## src/rtl/score_sequencer.sv

```systemverilog
// Score payout sequencer: queues per-source hits, picks sources round-robin and
// pays each hit out as a burst of single-count enables to the BCD score counter.
module score_sequencer #(
    parameter logic [7:0] PTS0   = 8'd10,
    parameter logic [7:0] PTS1   = 8'd20,
    parameter logic [7:0] PTS2   = 8'd30,
    parameter logic [7:0] PTS3   = 8'd50,
    parameter int         PEND_W = 4,
    parameter int         GAP    = 0
) (
    input  logic       CLK,
    input  logic       RST,
    input  logic [3:0] hit,
    input  logic       clr,
    input  logic       freeze,
    output logic       cnt_en,
    output logic       cnt_clr,
    output logic [3:0] grant,
    output logic       busy,
    output logic       drop,
    output logic [1:0] dbg_state
);

    typedef enum logic [1:0] {
        IDLE  = 2'd0,
        PAY   = 2'd1,
        CLEAR = 2'd2
    } state_t;

    localparam logic [7:0]        GAP_V    = 8'(GAP);
    localparam logic [PEND_W-1:0] PEND_MAX = '1;

    state_t            r_state;
    state_t            w_next;
    logic [PEND_W-1:0] r_pend [4];
    logic [7:0]        r_remaining;
    logic [7:0]        r_pace;
    logic [1:0]        r_rr_last;
    logic [3:0]        r_grant;
    logic              r_drop;

    logic              w_found;
    logic              w_any_pend;
    logic [1:0]        w_sel;
    logic              w_take;
    logic              w_cnt_en;
    logic [3:0]        w_dec;
    logic [3:0]        w_hit_ok;
    logic [3:0]        w_ovf;

    function automatic logic [7:0] pts_of(input logic [1:0] s);
        case (s)
            2'd0:    return PTS0;
            2'd1:    return PTS1;
            2'd2:    return PTS2;
            default: return PTS3;
        endcase
    endfunction

    // Round-robin scan starts just after the last granted source and wraps.
    always_comb begin
        w_found    = 1'b0;
        w_sel      = 2'd0;
        w_any_pend = 1'b0;
        for (int k = 1; k <= 4; k++) begin
            if (!w_found && (r_pend[r_rr_last + 2'(k)] != '0)) begin
                w_found = 1'b1;
                w_sel   = r_rr_last + 2'(k);
            end
        end
        for (int i = 0; i < 4; i++) begin
            if (r_pend[i] != '0) begin
                w_any_pend = 1'b1;
            end
        end
    end

    always_ff @(posedge CLK or negedge RST) begin
        if (!RST) begin
            r_state <= IDLE;
        end else begin
            r_state <= w_next;
        end
    end

    always_comb begin
        w_next   = r_state;
        w_take   = 1'b0;
        w_cnt_en = 1'b0;
        case (r_state)
            IDLE: begin
                if (clr) begin
                    w_next = CLEAR;
                end else if (!freeze && w_found) begin
                    w_take = 1'b1;
                    w_next = PAY;
                end
            end
            PAY: begin
                if (clr) begin
                    w_next = CLEAR;
                end else if (!freeze) begin
                    if (r_remaining == 8'd0) begin
                        w_next = IDLE;
                    end else if (r_pace == 8'd0) begin
                        w_cnt_en = 1'b1;
                        if (r_remaining == 8'd1) begin
                            w_next = IDLE;
                        end
                    end
                end
            end
            CLEAR:   w_next = IDLE;
            default: w_next = IDLE;
        endcase
    end

    // A hit seen together with the clear request is dropped; hits during CLEAR are kept.
    always_comb begin
        if (r_state == CLEAR) begin
            w_hit_ok = hit;
        end else if (clr) begin
            w_hit_ok = 4'b0000;
        end else begin
            w_hit_ok = hit;
        end
        w_dec = w_take ? (4'b0001 << w_sel) : 4'b0000;
        for (int i = 0; i < 4; i++) begin
            w_ovf[i] = w_hit_ok[i] & ~w_dec[i] & (r_pend[i] == PEND_MAX) & (r_state != CLEAR);
        end
    end

    always_ff @(posedge CLK or negedge RST) begin
        if (!RST) begin
            for (int i = 0; i < 4; i++) begin
                r_pend[i] <= '0;
            end
            r_drop <= 1'b0;
        end else begin
            r_drop <= |w_ovf;
            for (int i = 0; i < 4; i++) begin
                if (r_state == CLEAR) begin
                    r_pend[i] <= PEND_W'(hit[i]);
                end else if (w_hit_ok[i] && !w_dec[i]) begin
                    if (r_pend[i] != PEND_MAX) begin
                        r_pend[i] <= r_pend[i] + 1'b1;
                    end
                end else if (!w_hit_ok[i] && w_dec[i]) begin
                    r_pend[i] <= r_pend[i] - 1'b1;
                end
            end
        end
    end

    always_ff @(posedge CLK or negedge RST) begin
        if (!RST) begin
            r_remaining <= 8'd0;
            r_pace      <= 8'd0;
            r_rr_last   <= 2'd3;
            r_grant     <= 4'b0000;
        end else begin
            case (r_state)
                IDLE: begin
                    if (w_take) begin
                        r_remaining <= pts_of(w_sel);
                        r_pace      <= 8'd0;
                        r_rr_last   <= w_sel;
                        r_grant     <= 4'b0001 << w_sel;
                    end
                end
                PAY: begin
                    if (clr) begin
                        r_remaining <= 8'd0;
                        r_pace      <= 8'd0;
                        r_grant     <= 4'b0000;
                    end else if (w_cnt_en) begin
                        r_remaining <= r_remaining - 8'd1;
                        r_pace      <= GAP_V;
                        if (w_next == IDLE) begin
                            r_grant <= 4'b0000;
                        end
                    end else if (!freeze) begin
                        if (r_remaining == 8'd0) begin
                            r_grant <= 4'b0000;
                        end else if (r_pace != 8'd0) begin
                            r_pace <= r_pace - 8'd1;
                        end
                    end
                end
                default: begin
                    r_remaining <= 8'd0;
                    r_pace      <= 8'd0;
                    r_grant     <= 4'b0000;
                end
            endcase
        end
    end

    assign cnt_en    = w_cnt_en;
    assign cnt_clr   = (r_state == CLEAR);
    assign grant     = r_grant;
    assign busy      = (r_state != IDLE) | w_any_pend;
    assign drop      = r_drop;
    assign dbg_state = r_state;

endmodule

```

## config.mk

```make
export PLATFORM = sky130hd
export DESIGN_NAME = score_sequencer
export DESIGN_NICKNAME = d
export VERILOG_FILES = /design/src/rtl/score_sequencer.sv
export SDC_FILE = /design/constraint.sdc
export NUM_CORES = 1
export LEC_CHECK = 0
export CORE_UTILIZATION = 62
export CTS_BUF_LIST = sky130_fd_sc_hd__clkbuf_4
export DETAILED_ROUTE_END_ITERATION = 10
export PLACE_DENSITY = 0.88
export SLEW_MARGIN = 20
export SYNTH_ARGS = -nofsm -noshare
export SYNTH_HDL_FRONTEND = slang
export SYNTH_SLANG_ARGS = --single-unit
```

## constraint.sdc

```tcl
create_clock -name CLK -period 3.91 [get_ports CLK]
set_clock_uncertainty 0.15 [all_clocks]
set_input_delay 0.782 -clock CLK [delete_from_list [all_inputs] [get_ports CLK]]
set_output_delay 0.782 -clock CLK [all_outputs]
set_load 0.05 [all_outputs]
```

-- Word-level counts from Yosys, hierarchy flattened
Cells that the tools add are included.
Widths: inputs -> output; s select.
- register bits: 41
- input bits: 8
- output and inout bits: 10
- word-level logic and storage cells: 204
- add/subtract/negate cells: 13
- order comparisons: 4
- equal/unequal tests: 25
- shift-type cells: 1
- muxes and demuxes: 78
- bitwise operators: 21
- reductions and logical operators: 52
- operator list (operator ; count):
    $mux 4 ; 33
    $mux 8 ; 9
    $ne 4x4->1 const B ; 9
    $bmux 4 s2 ; 4
    $pmux 8 s2 ; 2
    $reduce_bool 4->1 ; 8
    $mux 2 ; 11
    $pmux 6 s3 ; 1
    $add 4x1->4 const B ; 4
    $eq 4x4->1 const B ; 4
    $logic_not 8->1 ; 2
    $mux 1 ; 16
    $sub 4x1->4 const B ; 4
    $sub 8x1->8 const B ; 2
    $and 1x1->1 ; 12
    $ge 3x3->1 const B ; 4
    $logic_and 1x1->1 ; 12
    $logic_not 1->1 ; 12
    $ne 3x2->1 const B ; 4
    $not 2->3 ; 4
    $reduce_and 2->1 ; 6
    $reduce_bool 3->1 ; 4
    $eq 8x1->1 const B ; 1
    $pmux 4 s2 ; 1
    other kinds (15) ; 25

-- Depth between registers and ports, before layout
- word-level depth: 26
- gate-level depth with buffers: 15
- depth with buffers taken out: 14

-- Worst setup path before layout
No wires, ideal clock.
- path kind: in2out
- start: input port clr
- end: output port cnt_en
- data arrival time: 3.183 ns
- data required time: 2.978 ns
- path slack: -0.205 ns
- stages on the path: 5
- buffers on the path: 2
- path through: clkbuf_1 nand2b_1 or2_2 clkbuf_1 nor4_1
- longest elaborated chain between the ends: 2
- RTL lines (element ; RTL line ; RTL):
    start: declaration ; 14 ; input logic clr,
    $mux 1 ; 100 ; if (clr) begin
    $mux 1 ; 90 ; case (r_state)
    end: declaration ; 16 ; output logic cnt_en,
No other way between the ends.

-- Final worst setup path
- start: register r_pend[5] (netlist name)
- end: output port busy
- longest elaborated chain between the ends: 4
- RTL lines (element ; RTL line ; RTL):
    start: declaration ; 35 ; logic [PEND_W-1:0] r_pend [4];
    start signal: indexed assignment ; 143 ; r_pend[i] <= PEND_W'(hit[i]);
    start signal: indexed assignment ; 146 ; r_pend[i] <= r_pend[i] + 1'b1;
    start signal: indexed assignment ; 149 ; r_pend[i] <= r_pend[i] - 1'b1;
    $reduce_bool 4->1 ; 72 ; if (r_pend[i] != '0) begin
    $mux 1 (2 in series) ; 72 ;
    $or 1x1->1 ; 202 ; assign busy = (r_state != IDLE) | w_any_pend;
    end: declaration ; 19 ; output logic busy,
No other way between the ends.

==> out/metrics.yaml <==
sta:
  min_period_over_period: 0.967
  rsz0062_at_grt: "false"
  fin_setup_tns_ns: 0
  fmax_mhz: 265
  relSlewSlack: 0.397
  whs_ns: 0.384
  setup_violations: 0
  hold_viol_final: 0
  drv_slew: 0
  fin_crit_ns: 3.78
  tightest_slew_ns: 0.905
  setup_ws_ns: 0.130
job:
  cap_violations: 0
synth:
  synth_top_family_by_area: "compound AO/OA/AOI/OAI gates"
  netlist_area_um2: 2920
  synthCells: 339
  synthFlopType: "dfrtp_1"
  avgSynthCellArea_um2: 8.60
  ys_seq_elements: 41
  synth_enable_flop_cells: 0
  async_reset_ff_frac: 1.00
  yosysTopAreaCellShare: 0.335
  synth_mux_area_frac: 0.00686
  yosys.area_share.xor_xnor: 0.0420
  synth_compound_area_frac: 0.215
  synthAdderAreaFrac: 0.109
  synth-warning-count: 0
  ys_seq_area_frac: 0.353
  synth_area_leaders: "dfrtp_1, ha_1, nand2_1"
  synth_cell_type_count: 52
  synth_fp_nets: 370
  yosysTopAreaCell: "dfrtp_1"
  yosys.area_share.simple: 0.212
run_status:
  status: "finished clean"
finish:
  fin_area_um2: 3240
  finalNetCount: 387
  utilization: 0.730
  finalNonFillerCells: 409
  drive_gt1_frac: 0.109
  num_antenna_cells: 0
  area_growth_pct: 11.2
die:
  die_h_um: 70.6
  die_area_um2: 4980
  core_um2: 4440
  rows: 24
  die_w_um: 70.6
  ioPinCount: 18
  initial_core_util: 0.656
drt:
  wl_per_cell_um: 15.9
  drt_iter0_markers: 231
  wl_mm: 6.51
  detail-route-antenna-nets: 0
  num_vias: 2538
  viasPerCell: 6.21
  dr.pass1.iters: 5
  route.detailed.drc: 0
clocking:
  htreeDepth: 2
  cts_setup_buffers: 0
  ctsRootBufferMaster: "clkbuf_4"
  cts_resized: 0
  clkLatencyLatePin_ns: 0.36
  cts_hold_buffers: 0
  cts_made_buffers: 5
  cts_sinks: 41
  cts.clk_slew.worst_paths_ns: 0.12
  cts_tree: "built"
  cts_buffer_depth: 2
worst_setup_path:
  cp.required_ns: 2.98
  endpoint_kind: "primary output"
  path_max_fanout: 6
  startpoint: "r_pend[5]"
  crit_type: "reg2out"
  critPathArrivalTime_ns: 2.85
  cp-start-kind: "flop"
  rr_startpoint: "r_pend[12]"
grt:
  grt_antenna_before_repair: 0
  grt_pass1_wl_mm: 11.5
  grtUsageTotal: 0.294
  gr-total-overflow: 0
  grt_pass1_vias: 2498
  grt_max_degree: 42
placed_design:
  place_congestion: 0.891
  portBuffers: 17
  hpwl_mm: 4.77
  placed_area_um2: 3160
  placed_cells: 401
  pre_cts_ws_ns: 0.204
pwr:
  powerDensity_nw_per_um2: 724
  seq_power_share: 0.337
  p_switching_mw: 1.08
  ir_worst_vdd_mv: 0.372
  sw_frac_of_total: 0.460
  p_comb_frac: 0.542
  clockPowerShare: 0.121
  p_int_mw: 1.27
  p_total_mw: 2.35
  p_leak_nw: 1.43
min_path:
  hold_path.class: "in2async"
==> synthesized netlist by cell type (all sizes together) (4+ instances only) <==
cell	number
buf	5
a21o	5
dfrtp	39
o31ai	15
o21ai	22
nand2	36
inv	28
o22ai	4
nor4	9
xnor2	8
or4	8
nand3	17
nor3	10
clkbuf	10
xor2	6
a21oi	22
a22oi	7
nor2	25
a32oi	4
fa	4
nand4	5
ha	19
==> critical path, cell delays in order, from the launching register on <==
cell,delay [ns]
dfrtp_1,0.45
or4_1,0.69
nor4_4,0.50
nand2_1,0.13
clkdlybuf4s50_1,0.72
==> state kept, by name (all words and copies together) (netlist names) <==
register	flops
r_pace	8
r_remaining	8
grant	4
dbg_state	2
r_pend	16
r_rr_last	2
drop	1
==> final cells by class <==
class,count,area (um2)
flip-flops and latches,41,1030
repair buffers,25,235
clock buffers,6,45.0
well taps,52,65.1
clock inverters,2,35.0
multi-input cells,253,1720
inverters,30,115
fillers,353,1200
==> final timing paths <==
| kind | endpoint | slack (ns) | depth (start not counted) |
|---|---|---|---|
| setup / recovery | busy | 0.13 | 4 |
| hold / removal | r_remaining[6] | 0.38 | 1 |
| setup reg to reg | r_pend[11] | 0.24 | 13 |
| hold reg to reg | grant[1] | 0.40 | 2 |
| max in group asynchronous | drop | 2.67 | 1 |
| min in group CLK | grant[1] | 0.40 | 2 |
==> power by group through the flow <==
stage | Clock [mW] | Sequential (mW) | Combinational [mW]
finish | 0.286 | 0.792 | 1.27
global route | 0.310 | 0.820 | 1.44
CTS | 0.291 | 0.787 | 1.26
detailed placement | 0 | 0.794 | 1.25
global placement | 0 | 0.785 | 1.20
floorplan | 0 | 0.786 | 0.946
==> per-layer routing <==
metal	part of all wire	wire length (um)	global-route usage
met1	0.46	2970	0.389
met5	0	0	0
met2	0.48	3120	0.484
met4	0.022	142	0.129
met3	0.042	270	0.0470
==> cell usage in the layout, fill, tap and decap left out, drive strengths merged, types with 4 or more instances in the layout <==
master         count
a21o               5
a21oi             22
a22oi              7
a32oi              4
buf               10
clkbuf             6
clkdlybuf4s50     15
dfrtp             39
fa                 4
ha                19
inv               28
nand2             36
nand3             17
nand4              5
nor2              25
nor3              10
nor4               9
o21ai             22
o22ai              4
o31ai             15
or4                8
xnor2              8
xor2               6
==> cells by family after synthesis <==
logic type / count (synthesis)
buf+inv: 45
flops: 41
simple gates: 119
fa+ha+maj: 23
compound gates: 95
mux: 2
xor+xnor: 14
(Power assumes the default switching activity.)
